File: config.mk
export PLATFORM = sky130hd
export DESIGN_NAME = el2_dccm_rmw_ctl_flat
export DESIGN_NICKNAME = d
export VERILOG_FILES = /design/src/rtl/el2_dccm_rmw_ctl_if.sv /design/src/rtl/el2_dccm_rmw_ctl.sv /design/src/flat_wrapper.sv
export SDC_FILE = /design/constraint.sdc
export NUM_CORES = 1
export LEC_CHECK = 0
export BUFFER_PORTS_ARGS = -buffer_cell sky130_fd_sc_hd__clkbuf_2
export CAP_MARGIN = 25
export CORE_MARGIN = 4
export CORE_UTILIZATION = 44
export CTS_BUF_LIST = sky130_fd_sc_hd__clkbuf_4 sky130_fd_sc_hd__clkbuf_8
export CTS_CLUSTER_SIZE = 28
export DETAILED_ROUTE_END_ITERATION = 10
export PLACE_DENSITY_LB_ADDON = 0.05
export SYNTH_ARGS = -nofsm -noshare
export SYNTH_HDL_FRONTEND = slang
export SYNTH_SLANG_ARGS = --single-unit
File: constraint.sdc
create_clock -name clk -period 2.64 [get_ports clk]
set_input_delay 0.66 -clock clk [delete_from_list [all_inputs] [get_ports clk]]
set_output_delay 0.66 -clock clk [all_outputs]
set_load 0.01 [all_outputs]
File: src/rtl/el2_dccm_rmw_ctl_if.sv
// Request/response handshake between a debug/DMA requester and el2_dccm_rmw_ctl.
//   master : drives req_valid/req_write/req_addr/req_wdata/req_wstrb, sees req_ready and rsp_*
//   slave  : the sequencer side (inverse directions)
interface el2_dccm_rmw_ctl_if #(
  parameter int unsigned DCCM_BITS = 16
);
  logic                 req_valid;
  logic                 req_ready;
  logic                 req_write;
  logic [DCCM_BITS-1:0] req_addr;
  logic [31:0]          req_wdata;
  logic [3:0]           req_wstrb;
  logic                 rsp_valid;
  logic [31:0]          rsp_rdata;
  logic                 rsp_sb_err;
  logic                 rsp_db_err;

  modport master (
    output req_valid, req_write, req_addr, req_wdata, req_wstrb,
    input  req_ready, rsp_valid, rsp_rdata, rsp_sb_err, rsp_db_err
  );

  modport slave (
    input  req_valid, req_write, req_addr, req_wdata, req_wstrb,
    output req_ready, rsp_valid, rsp_rdata, rsp_sb_err, rsp_db_err
  );
endinterface

File: src/rtl/el2_dccm_rmw_ctl.sv
// Single-port request sequencer in front of the DCCM lo port. Word reads are
// ECC-checked/corrected; full-word writes are encoded and written directly;
// partial writes do read -> correct -> merge -> re-encode -> write back.
// Ports:
//   clk, rst_l                 clock, asynchronous active-low reset
//   dec_tlu_core_ecc_disable   1 = use raw read data, suppress error flags
//   req_if (slave)             request handshake + one-cycle response pulse
//   dccm_rden/dccm_wren        DCCM read/write enables (never both)
//   dccm_rd_addr_lo/wr_addr_lo word-aligned DCCM addresses
//   dccm_wr_data_lo            {ecc[6:0], data[31:0]}
//   dccm_rd_data_lo            read data, valid the cycle after dccm_rden
module el2_dccm_rmw_ctl #(
  parameter int unsigned DCCM_BITS        = 16,
  parameter int unsigned DCCM_FDATA_WIDTH = 39
) (
  input  logic                        clk,
  input  logic                        rst_l,
  input  logic                        dec_tlu_core_ecc_disable,
  el2_dccm_rmw_ctl_if.slave           req_if,
  output logic                        dccm_rden,
  output logic                        dccm_wren,
  output logic [DCCM_BITS-1:0]        dccm_rd_addr_lo,
  output logic [DCCM_BITS-1:0]        dccm_wr_addr_lo,
  output logic [DCCM_FDATA_WIDTH-1:0] dccm_wr_data_lo,
  input  logic [DCCM_FDATA_WIDTH-1:0] dccm_rd_data_lo
);

  localparam int unsigned DATA_W = 32;
  localparam int unsigned ECC_W  = 7;

  typedef enum logic [1:0] {
    ST_IDLE = 2'd0,
    ST_RD   = 2'd1,
    ST_WAIT = 2'd2,
    ST_WR   = 2'd3
  } state_t;

  // SEC-DED encoder: bits 0..5 are Hamming parities, bit 6 is overall parity.
  function automatic logic [ECC_W-1:0] ecc_encode(input logic [DATA_W-1:0] d);
    logic [ECC_W-1:0] e;
    e[0] = ^(d & 32'h56AA_AD5B);
    e[1] = ^(d & 32'h9B33_366D);
    e[2] = ^(d & 32'hE3C3_C78E);
    e[3] = ^(d & 32'h03FC_07F0);
    e[4] = ^(d & 32'h03FF_F800);
    e[5] = ^(d & 32'hFC00_0000);
    e[6] = ^{d, e[5:0]};
    return e;
  endfunction

  // Hamming codeword position (1-based) of data bit i; powers of two hold parity.
  function automatic logic [5:0] data_pos(input int i);
    if (i == 0)       return 6'd3;
    else if (i < 4)   return 6'(i + 4);
    else if (i < 11)  return 6'(i + 5);
    else if (i < 26)  return 6'(i + 6);
    else              return 6'(i + 7);
  endfunction

  // Flip the data bit whose codeword position equals the syndrome.
  function automatic logic [DATA_W-1:0] ecc_flip(input logic [DATA_W-1:0] d,
                                                  input logic [5:0]        syn);
    logic [DATA_W-1:0] r;
    r = d;
    for (int i = 0; i < 32; i++) begin
      if (syn == data_pos(i)) r[5'(i)] = ~r[5'(i)];
    end
    return r;
  endfunction

  // Byte-lane merge of new write data over the corrected stored word.
  function automatic logic [DATA_W-1:0] byte_merge(input logic [DATA_W-1:0] old_d,
                                                    input logic [DATA_W-1:0] new_d,
                                                    input logic [3:0]        strb);
    logic [DATA_W-1:0] r;
    for (int b = 0; b < 4; b++) begin
      r[8*b +: 8] = strb[b] ? new_d[8*b +: 8] : old_d[8*b +: 8];
    end
    return r;
  endfunction

  state_t state_q, state_nx;

  logic                        req_rd_q, req_rd_nx;
  logic [DATA_W-1:0]           wdata_q, wdata_nx;
  logic [3:0]                  wstrb_q, wstrb_nx;
  logic                        sb_q, sb_nx;

  logic                        req_ready_q, req_ready_nx;
  logic                        rsp_valid_q, rsp_valid_nx;
  logic [DATA_W-1:0]           rsp_rdata_q, rsp_rdata_nx;
  logic                        rsp_sb_q, rsp_sb_nx;
  logic                        rsp_db_q, rsp_db_nx;
  logic                        rden_q, rden_nx;
  logic                        wren_q, wren_nx;
  logic [DCCM_BITS-1:0]        rd_addr_q, rd_addr_nx;
  logic [DCCM_BITS-1:0]        wr_addr_q, wr_addr_nx;
  logic [DCCM_FDATA_WIDTH-1:0] wr_data_q, wr_data_nx;

  // Read-side decode of the word returned by the DCCM.
  logic [DATA_W-1:0] rd_word_c;
  logic [ECC_W-1:0]  rd_ecc_c;
  logic [ECC_W-1:0]  rd_calc_c;
  logic [5:0]        syn_c;
  logic              par_c;
  logic              dec_en_c;
  logic              sb_err_c;
  logic              db_err_c;
  logic [DATA_W-1:0] dec_data_c;
  logic [DATA_W-1:0] merged_c;
  logic [DCCM_BITS-1:0] req_addr_al_c;
  logic              req_full_c;
  logic              unused_addr_lsb;

  assign rd_word_c  = dccm_rd_data_lo[DATA_W-1:0];
  assign rd_ecc_c   = dccm_rd_data_lo[DATA_W +: ECC_W];
  assign rd_calc_c  = ecc_encode(rd_word_c);
  assign syn_c      = rd_ecc_c[5:0] ^ rd_calc_c[5:0];
  assign par_c      = ^{rd_word_c, rd_ecc_c};
  assign dec_en_c   = ~dec_tlu_core_ecc_disable;
  // Odd overall parity = single error (possibly in a check bit); even parity
  // with a nonzero syndrome = double error.
  assign sb_err_c   = dec_en_c & par_c;
  assign db_err_c   = dec_en_c & ~par_c & (syn_c != 6'd0);
  assign dec_data_c = sb_err_c ? ecc_flip(rd_word_c, syn_c) : rd_word_c;
  assign merged_c   = byte_merge(dec_data_c, wdata_q, wstrb_q);

  assign req_addr_al_c   = {req_if.req_addr[DCCM_BITS-1:2], 2'b00};
  assign req_full_c      = req_if.req_write & (req_if.req_wstrb == 4'hF);
  assign unused_addr_lsb = ^req_if.req_addr[1:0];

  // Next-state and next-output decode.
  always_comb begin
    state_nx     = state_q;
    req_rd_nx    = req_rd_q;
    wdata_nx     = wdata_q;
    wstrb_nx     = wstrb_q;
    sb_nx        = sb_q;
    rden_nx      = 1'b0;
    wren_nx      = 1'b0;
    rd_addr_nx   = rd_addr_q;
    wr_addr_nx   = wr_addr_q;
    wr_data_nx   = wr_data_q;
    rsp_valid_nx = 1'b0;
    rsp_rdata_nx = '0;
    rsp_sb_nx    = 1'b0;
    rsp_db_nx    = 1'b0;

    unique case (state_q)
      ST_IDLE: begin
        if (req_if.req_valid) begin
          // A write with no byte enables is handled as a read.
          req_rd_nx  = ~req_if.req_write | (req_if.req_wstrb == 4'h0);
          wdata_nx   = req_if.req_wdata;
          wstrb_nx   = req_if.req_wstrb;
          sb_nx      = 1'b0;
          rd_addr_nx = req_addr_al_c;
          wr_addr_nx = req_addr_al_c;
          if (req_full_c) begin
            state_nx   = ST_WR;
            wren_nx    = 1'b1;
            wr_data_nx = {ecc_encode(req_if.req_wdata), req_if.req_wdata};
          end else begin
            state_nx = ST_RD;
            rden_nx  = 1'b1;
          end
        end
      end
      ST_RD: begin
        state_nx = ST_WAIT;
      end
      ST_WAIT: begin
        if (req_rd_q) begin
          state_nx     = ST_IDLE;
          rsp_valid_nx = 1'b1;
          rsp_rdata_nx = dec_data_c;
          rsp_sb_nx    = sb_err_c;
          rsp_db_nx    = db_err_c;
        end else if (db_err_c) begin
          // Uncorrectable word: never write back merged garbage.
          state_nx     = ST_IDLE;
          rsp_valid_nx = 1'b1;
          rsp_db_nx    = 1'b1;
        end else begin
          state_nx   = ST_WR;
          wren_nx    = 1'b1;
          sb_nx      = sb_err_c;
          wr_data_nx = {ecc_encode(merged_c), merged_c};
        end
      end
      ST_WR: begin
        state_nx     = ST_IDLE;
        rsp_valid_nx = 1'b1;
        rsp_sb_nx    = sb_q;
      end
      default: begin
        state_nx = ST_IDLE;
      end
    endcase
  end

  assign req_ready_nx = (state_nx == ST_IDLE);

  // State, request and output registers.
  always_ff @(posedge clk or negedge rst_l) begin
    if (!rst_l) begin
      state_q     <= ST_IDLE;
      req_rd_q    <= 1'b0;
      wdata_q     <= '0;
      wstrb_q     <= '0;
      sb_q        <= 1'b0;
      req_ready_q <= 1'b1;
      rsp_valid_q <= 1'b0;
      rsp_rdata_q <= '0;
      rsp_sb_q    <= 1'b0;
      rsp_db_q    <= 1'b0;
      rden_q      <= 1'b0;
      wren_q      <= 1'b0;
      rd_addr_q   <= '0;
      wr_addr_q   <= '0;
      wr_data_q   <= '0;
    end else begin
      state_q     <= state_nx;
      req_rd_q    <= req_rd_nx;
      wdata_q     <= wdata_nx;
      wstrb_q     <= wstrb_nx;
      sb_q        <= sb_nx;
      req_ready_q <= req_ready_nx;
      rsp_valid_q <= rsp_valid_nx;
      rsp_rdata_q <= rsp_rdata_nx;
      rsp_sb_q    <= rsp_sb_nx;
      rsp_db_q    <= rsp_db_nx;
      rden_q      <= rden_nx;
      wren_q      <= wren_nx;
      rd_addr_q   <= rd_addr_nx;
      wr_addr_q   <= wr_addr_nx;
      wr_data_q   <= wr_data_nx;
    end
  end

  assign req_if.req_ready  = req_ready_q;
  assign req_if.rsp_valid  = rsp_valid_q;
  assign req_if.rsp_rdata  = rsp_rdata_q;
  assign req_if.rsp_sb_err = rsp_sb_q;
  assign req_if.rsp_db_err = rsp_db_q;
  assign dccm_rden         = rden_q;
  assign dccm_wren         = wren_q;
  assign dccm_rd_addr_lo   = rd_addr_q;
  assign dccm_wr_addr_lo   = wr_addr_q;
  assign dccm_wr_data_lo   = wr_data_q;

endmodule

File: src/flat_wrapper.sv
// flat-port wrapper written by rule: the top's interface ports become plain ports
module el2_dccm_rmw_ctl_flat 
#(
  parameter int unsigned DCCM_BITS        = 16,
  parameter int unsigned DCCM_FDATA_WIDTH = 39
)
  (clk, rst_l, dec_tlu_core_ecc_disable, dccm_rden, dccm_wren, dccm_rd_addr_lo, dccm_wr_addr_lo, dccm_wr_data_lo, dccm_rd_data_lo, req_if_req_valid, req_if_req_write, req_if_req_addr, req_if_req_wdata, req_if_req_wstrb, req_if_req_ready, req_if_rsp_valid, req_if_rsp_rdata, req_if_rsp_sb_err, req_if_rsp_db_err);
  el2_dccm_rmw_ctl_if #(.DCCM_BITS(DCCM_BITS)) req_if_i ();
  input  logic clk;
  input  logic rst_l;
  input  logic dec_tlu_core_ecc_disable;
  output logic dccm_rden;
  output logic dccm_wren;
  output logic [DCCM_BITS-1:0] dccm_rd_addr_lo;
  output logic [DCCM_BITS-1:0] dccm_wr_addr_lo;
  output logic [DCCM_FDATA_WIDTH-1:0] dccm_wr_data_lo;
  input  logic [DCCM_FDATA_WIDTH-1:0] dccm_rd_data_lo;
  input wire logic [$bits(req_if_i.req_valid)-1:0] req_if_req_valid;
  input wire logic [$bits(req_if_i.req_write)-1:0] req_if_req_write;
  input wire logic [$bits(req_if_i.req_addr)-1:0] req_if_req_addr;
  input wire logic [$bits(req_if_i.req_wdata)-1:0] req_if_req_wdata;
  input wire logic [$bits(req_if_i.req_wstrb)-1:0] req_if_req_wstrb;
  output wire logic [$bits(req_if_i.req_ready)-1:0] req_if_req_ready;
  output wire logic [$bits(req_if_i.rsp_valid)-1:0] req_if_rsp_valid;
  output wire logic [$bits(req_if_i.rsp_rdata)-1:0] req_if_rsp_rdata;
  output wire logic [$bits(req_if_i.rsp_sb_err)-1:0] req_if_rsp_sb_err;
  output wire logic [$bits(req_if_i.rsp_db_err)-1:0] req_if_rsp_db_err;
  assign req_if_i.req_valid = req_if_req_valid;
  assign req_if_i.req_write = req_if_req_write;
  assign req_if_i.req_addr = req_if_req_addr;
  assign req_if_i.req_wdata = req_if_req_wdata;
  assign req_if_i.req_wstrb = req_if_req_wstrb;
  assign req_if_req_ready = req_if_i.req_ready;
  assign req_if_rsp_valid = req_if_i.rsp_valid;
  assign req_if_rsp_rdata = req_if_i.rsp_rdata;
  assign req_if_rsp_sb_err = req_if_i.rsp_sb_err;
  assign req_if_rsp_db_err = req_if_i.rsp_db_err;
  el2_dccm_rmw_ctl #(.DCCM_BITS(DCCM_BITS), .DCCM_FDATA_WIDTH(DCCM_FDATA_WIDTH)) u_core (.clk(clk), .rst_l(rst_l), .dec_tlu_core_ecc_disable(dec_tlu_core_ecc_disable), .req_if(req_if_i), .dccm_rden(dccm_rden), .dccm_wren(dccm_wren), .dccm_rd_addr_lo(dccm_rd_addr_lo), .dccm_wr_addr_lo(dccm_wr_addr_lo), .dccm_wr_data_lo(dccm_wr_data_lo), .dccm_rd_data_lo(dccm_rd_data_lo));
endmodule
==> metrics.yaml, run 1 <==
path_common_cell: "xnor2_1"
initial_utilization_pct: 45.4
synth_flop_cell: "dfrtp_1"
ant_nets: 0
max_slew_margin_pct: 48.9
power_density_nw_per_um2: 1590
vias: 6951
post_drt_via_cell_ratio: 5.10
status: "finished, violations left"
worst-path-buf-inv: 2
setup_viol: 59
ir_drop_mv: 1.57
max_stage_delay_ns: 0.51
arrival_ns: 4.43
synth-seq-area-share_pct: 41.3
drc: 0
nets: 1223
fin_setup_tns_ns: -37.97
crit_family: "XOR/XNOR gates"
clockRootBuffer: "clkbuf_8"
grt_setup_unrepaired: "true"
synthTopCellsByArea: "dfrtp_1, xnor2_1, mux2_2"
drv_cap: 0
synth_edf_count: 0
grt_overflow: 0
dpl.hpwl_mm: 20.5
row_count: 48
dr.pass1.iters: 5
synth-seq-cells: 131
hp-class: "input port to async pin"
violations: "setup timing"
synth_top_cell_by_area: "dfrtp_1"
worstMarginPinSlew_ns: 0.766
insertion_delay_ns: 0.45
die-area_sq_um: 20300
cts_buffer_depth: 2
groute.usage.overall_pct: 27.5
wirelength_mm: 27.4
synth_cells: 736
syn_area_per_cell_sq_um: 10.8
ys_types: 50
worstPathRequired_ns: 3.01
crit_chain: "buf_6 > xnor3_1 > xnor2_2 > xnor2_1 > xnor3_2 > mux2i_4 > buf_12 > o31a_1 > o31ai_4 > xnor2_1 > xnor2_1 > xor3_2 > xnor3_1 > a21oi_2"
synthArstFlopShare_pct: 100
cp_max_fo: 11
grt_pass1_vias: 7512
io_buffers: 198
post-route-min-period_ns: 4.06
period_share_pct: 154
routedWlPerCell_microns: 20.1
syn-cell-area_sq_um: 7940
die_h_microns: 142
cts_hold_buf: 0
grt_max_degree: 70
setup_slack_ns: -1.42
cts_buffers: 17
tritoncts: "yes"
hold_ws_ns: 0.191
antennaDiodeCount: 0
drv_slew: 0
layout-drive-gt1-share_pct: 58.0
synth_top_area_share_pct: 41.0
fin_skew_ns: 0.0121
p_leak_nw: 6.00
h-tree-depth: 4
syn_to_final_growth_pct: 60.4
endpoint_kind: "flip-flop"
grt_pass1_wl_mm: 42.7
drtIter0Drc: 403
crit_slowest_cell: "xor3_2"
core_area_sq_um: 17500
pin_count: 205
timing.fmax_ghz: 0.247
globalplace.congestion: 0.923
crit_type: "input port to flip-flop"
cts.clk_slew.worst_paths_ns: 0.09
grt_antenna_before_repair: 0
crit_path_start_kind: "input port"
clkSinkCount: 131
fp.dieW_microns: 142
ys_warn_count: 0
hold_viol: 0
## per-layer routing
| metal | vias up | part of all wire [%] | GRT usage [%] |
|---|---|---|---|
| met5 | - | 0 | 0 |
| met4 | 0 | 2.2 | 7.50 |
| met3 | 35 | 5.4 | 4.44 |
| met2 | 235 | 50 | 46.4 |
| met1 | 3412 | 42 | 37.1 |
| li1 | 3269 | - | - |
## layout by cell type (no fill, tap or decap), types with 21 or more instances in the layout
| cell type | Yosys | layout |
|---|---|---|
| a21oi_1 | 38 | 30 |
| buf_4 | 18 | 167 |
| buf_6 | 0 | 41 |
| clkbuf_2 | 0 | 185 |
| clkbuf_8 | 0 | 22 |
| dfrtp_1 | 130 | 130 |
| mux2_2 | 49 | 47 |
| nand2_1 | 50 | 28 |
| nor2_1 | 56 | 51 |
| o21ai_2 | 0 | 21 |
| xnor2_1 | 134 | 108 |
## final cells by class
class | count | area, sq um
clock inverter | 13 | 195
multi-input combinational | 550 | 5500
clock buffer | 18 | 248
inverter | 6 | 30.0
timing repair buffer | 421 | 3200
fill | 1244 | 4740
tap | 225 | 282
sequential | 131 | 3280
## through the flow
stage | instance area [sq um] | power (mW) | cells | worst slack, ns | utilization, %
2_1_floorplan | 8390 | 11.9 | 739 | -1.52 | -
4_1_cts | 12300 | 19.5 | 1355 | -1.32 | 70.6
3_3_place_gp | 10700 | 15.6 | 1282 | -1.79 | 61.2
5_1_grt | 12700 | 21.4 | 1364 | -1.53 | 72.9
3_5_place_dp | 10700 | 15.8 | 1282 | -1.92 | 61.2
6_report | 12700 | 20.2 | 1364 | -1.42 | 72.9
## Yosys cell counts, types with 4 or more instances
cell type / instances
a21oi_1: 38
and3_1: 17
buf_1: 7
buf_4: 18
clkbuf_1: 24
dfrtp_1: 130
inv_1: 6
mux2_2: 49
mux2i_1: 24
nand2_1: 50
nand2b_1: 13
nand3_1: 4
nor2_1: 56
nor3_1: 4
nor4_1: 10
o21ai_0: 34
o21ba_2: 8
o31a_1: 8
o31ai_1: 4
o31ai_2: 4
or3_1: 4
xnor2_1: 134
xnor2_2: 4
xnor3_1: 16
xor2_1: 29
xor3_1: 4
## where the power goes
group,switching (mW),leakage (nW),internal [mW]
sequential,0.636,1.63,2.84
combinational,6.27,4.16,8.53
clock,0.902,0.213,1.07
## worst register-to-register path, stage by stage (launching register included)
cell and delay (ns):
dfrtp_1 0.56, mux2i_1 0.32, xnor2_1 0.15, xnor2_1 0.25
xnor2_1 0.12, xnor2_1 0.25, xnor2_1 0.18, xnor2_1 0.18
xor3_2 0.51, xnor3_1 0.36, a21oi_2 0.14
## path summary, 6_finish.rpt
path | startpoint | to | slack [ns] | cells past startpoint
hold reg to reg | u_core.state_q[0]$_DFF_PN0_ | u_core.req_if.req_ready$_DFF_PN1_ | 0.48 | 1
setup reg to reg | u_core.wstrb_q[2]$_DFFE_PN0P_ | u_core.dccm_wr_data_lo[38]$_DFFE_PN0P_ | -0.45 | 10
setup / recovery | dccm_rd_data_lo[7] | u_core.dccm_wr_data_lo[38]$_DFFE_PN0P_ | -1.42 | 14
hold / removal | rst_l | u_core.req_if.rsp_rdata[8]$_DFF_PN0_ | 0.19 | 1
min in group clk | req_if_req_write | u_core.req_rd_q$_DFFE_PN0P_ | 0.42 | 2
max in group asynchronous | rst_l | u_core.dccm_wr_data_lo[18]$_DFFE_PN0P_ | 1.69 | 2
## registers in the layout, summed over array words and instances, names as in the netlist
register                  flops
u_core.dccm_wr_data_lo       39
u_core.req_if.rsp_rdata      32
u_core.wdata_q               32
u_core.dccm_rd_addr_lo       14
u_core.wstrb_q                4
u_core.state_q                2
u_core.dccm_rden              1
u_core.dccm_wren              1
u_core.req_if.req_ready       1
u_core.req_if.rsp_db_err      1
u_core.req_if.rsp_sb_err      1
u_core.req_if.rsp_valid       1
u_core.req_rd_q               1
u_core.sb_q                   1
## cell families (layout without fill, tap and decap cells)
group	after synthesis	in the layout	share of synthesized area (%)
AOI/OAI and AO/OA	113	113	9.42
xor gates and xnor gates	190	190	25.4
buffers and inverters	58	458	3.64
DFF	131	131	41.3
muxes	74	74	10.1
other	1	4	0.0472
and+or+nand+nor	169	169	10.0
## repair_timing
action | 4_1_cts | 5_1_grt
resized for setup | 176 | 65
buffers inserted | 41 | 14
setup endpoints to repair | 56 | 61
pin swaps | 56 | 39
cloned | 6 | 1
No activity file was read; power rests on OpenSTA's default activity.
==> run 2: changes to the inputs <==
Clock period 2.64 ns to 3.7 ns, I/O delays scaled along.
==> metrics.yaml, run 2 (synthesis results as in run 1) <==
tritoncts: "yes"
grt_pass1_vias: 6957  # -7.4%
holdPathEnd: "u_core.dccm_wr_data_lo[24]$_DFFE_PN0P_"
cts.clk_slew.worst_paths_ns: 0.08  # about the same
fin_skew_ns: 0.0110  # -0.00115 ns
syn_to_final_growth_pct: 42.5
drc: 0  # unchanged
ant_nets: 0  # unchanged
core_area_sq_um: 17500  # unchanged
max_stage_delay_ns: 0.47  # -0.04 ns
post_drt_via_cell_ratio: 5.09  # -0.13%
endpoint_kind: "flip-flop"
grt_antenna_before_repair: 0  # unchanged
dp_cells: 1245  # -2.9%
crit_slowest_cell: "o41a_1"
drv_slew: 0  # unchanged
drv_cap: 0  # unchanged
crit_chain: "clkbuf_2 > xnor3_1 > xnor2_2 > buf_4 > xnor2_1 > xnor2_1 > buf_4 > nand3b_1 > buf_6 > o41a_1 > o31a_1 > xnor3_2 > xor3_1 > xnor3_1 > a21oi_2"
crit_type: "input port to flip-flop"
routedWlPerCell_microns: 19.5  # -2.9%
cts_buffer_depth: 2  # unchanged
min_path_cells: 2
h-tree-depth: 4  # unchanged
crit_path_start_kind: "input port"
reg2reg_depth: 11  # +1
io_buffers: 198  # unchanged
violations: "setup timing"
antennaDiodeCount: 0  # unchanged
grt_overflow: 0  # unchanged
ir_drop_mv: 0.965  # -38%
clkSinkCount: 131  # unchanged
grt_pass1_wl_mm: 38.9  # -9.0%
globalplace.congestion: 0.907  # -1.8%
die-area_sq_um: 20300  # unchanged
wirelength_mm: 25.4  # -7.4%
cp_max_fo: 12  # +1
worstPathRequired_ns: 4.08  # +1.07 ns
post-route-min-period_ns: 4.33
drtIter0Drc: 242  # -40%
timing.fmax_ghz: 0.231
nets: 1159  # -5.2%
final_cell_mix: "clkbuf_2, buf_4, dfrtp_1, xnor2_1, nor2_1"
setup_viol: 6  # -90%
grt_max_degree: 70  # unchanged
pin_count: 205  # unchanged
r2r-end: "u_core.dccm_wr_data_lo[38]$_DFFE_PN0P_"
clockRootBuffer: "clkbuf_8"
cts_buffers: 17  # unchanged
layout-drive-gt1-share_pct: 49.3  # -8.7 points
hold_viol: 0  # unchanged
setup_slack_ns: -0.631  # +0.785 ns
min_from: "u_core.dccm_wr_data_lo[24]$_DFFE_PN0P_"
largest_reg_flops: 39  # unchanged
dr.pass1.iters: 5  # unchanged
r2r-start: "u_core.wstrb_q[2]$_DFFE_PN0P_"
row_count: 48  # unchanged
die_h_microns: 142  # unchanged
status: "finished, violations left"
placed_area_sq_um: 10300  # -4.1%
groute.usage.overall_pct: 25.3  # -2.2 points
fin_cells: 1301  # -4.6%
power_mw: 12.9  # -36%
initial_utilization_pct: 45.4  # unchanged
dpl.hpwl_mm: 20.0  # -2.9%
regToRegSetupSlack_ns: 0.40  # +0.85 ns
power_density_nw_per_um2: 1140  # -28%
fp.dieW_microns: 142  # unchanged
arrival_ns: 4.71  # +0.28 ns
grt_setup_unrepaired: "true"
final_common_cell: "clkbuf_2"
vias: 6621  # -4.7%
p_leak_nw: 5.40  # -10%
insertion_delay_ns: 0.45  # about the same
fin_area_sq_um: 11300  # -11%
period_share_pct: 117
max_slew_margin_pct: 46.5  # -2.4 points
hp-class: "flip-flop to flip-flop"
worstMarginPinSlew_ns: 0.802  # +0.0360 ns
## run 2: worst max path at each step
| stage | start | endpoint | slack, ns | cells after the start |
|---|---|---|---|---|
| 2_1_floorplan | dccm_rd_data_lo[4] | u_core.dccm_wr_data_lo[32]$_DFFE_PN0P_ | -0.73 | 13 |
| 3_3_place_gp | dccm_rd_data_lo[7] | u_core.dccm_wr_data_lo[34]$_DFFE_PN0P_ | -1.22 | 14 |
| 3_5_place_dp | dccm_rd_data_lo[7] | u_core.dccm_wr_data_lo[38]$_DFFE_PN0P_ | -1.27 | 15 |
| 4_1_cts | dccm_rd_data_lo[4] | u_core.dccm_wr_data_lo[38]$_DFFE_PN0P_ | -0.56 | 14 |
| 5_1_grt | dccm_rd_data_lo[17] | u_core.dccm_wr_data_lo[38]$_DFFE_PN0P_ | -0.73 | 14 |
| 6_report | dccm_rd_data_lo[36] | u_core.dccm_wr_data_lo[38]$_DFFE_PN0P_ | -0.63 | 15 |
## run 2: timing repair
action                     CTS  global route
gates resized for setup     54            21
hold endpoints to repair     0             0
hold buffers                 0             0
buffers inserted            16             9
pin swaps                   28            17
setup endpoints to repair   10            31
## run 2: final cells by class
class | count | area [sq um]
clock inverters | 14 | 143
multi-input cells | 550 | 5070
clock buffers | 18 | 248
flip-flops and latches | 131 | 3280
inverters | 6 | 22.5
well taps | 225 | 282
repair buffers | 357 | 2280
fillers | 1463 | 6160
## run 2: metrics by stage
step | TNS [ns] | hold slack, ns | setup WS (ns) | utilization, %
2_1_floorplan | -2.88 | 0.432 | -0.725 | -
3_3_place_gp | -20.01 | 0.462 | -1.22 | 58.7
3_5_place_dp | -22.17 | 0.466 | -1.27 | 58.7
4_1_cts | -2.51 | 0.487 | -0.562 | 63.6
5_1_grt | -3.45 | 0.504 | -0.735 | 64.8
6_report | -2.79 | 0.486 | -0.631 | 64.8
## run 2: metal layers
layer | part of all wire [%] | vias up | global-route usage (%)
li1 | - | 3142 | -
met1 | 41 | 3228 | 32.2
met2 | 50 | 225 | 44.0
met3 | 6.8 | 26 | 5.68
met4 | 1.4 | 0 | 6.10
met5 | 0 | - | 0
## run 2: power breakdown
group	internal (mW)	total [mW]	leakage (nW)	switching [mW]
sequential	2.02	2.48	1.63	0.457
combinational	5.20	9.24	3.58	4.04
clock	0.568	1.22	0.194	0.649
total	7.79	12.9	5.40	5.15
## run 2: worst max-delay path: cells and delay by family
family / cells / cell delay [ns]
AOI/OAI and AO/OA: 3 / 0.90
buffers and inverters: 4 / 0.59
xor gates and xnor gates: 7 / 2.20
and+or+nand+nor: 1 / 0.10
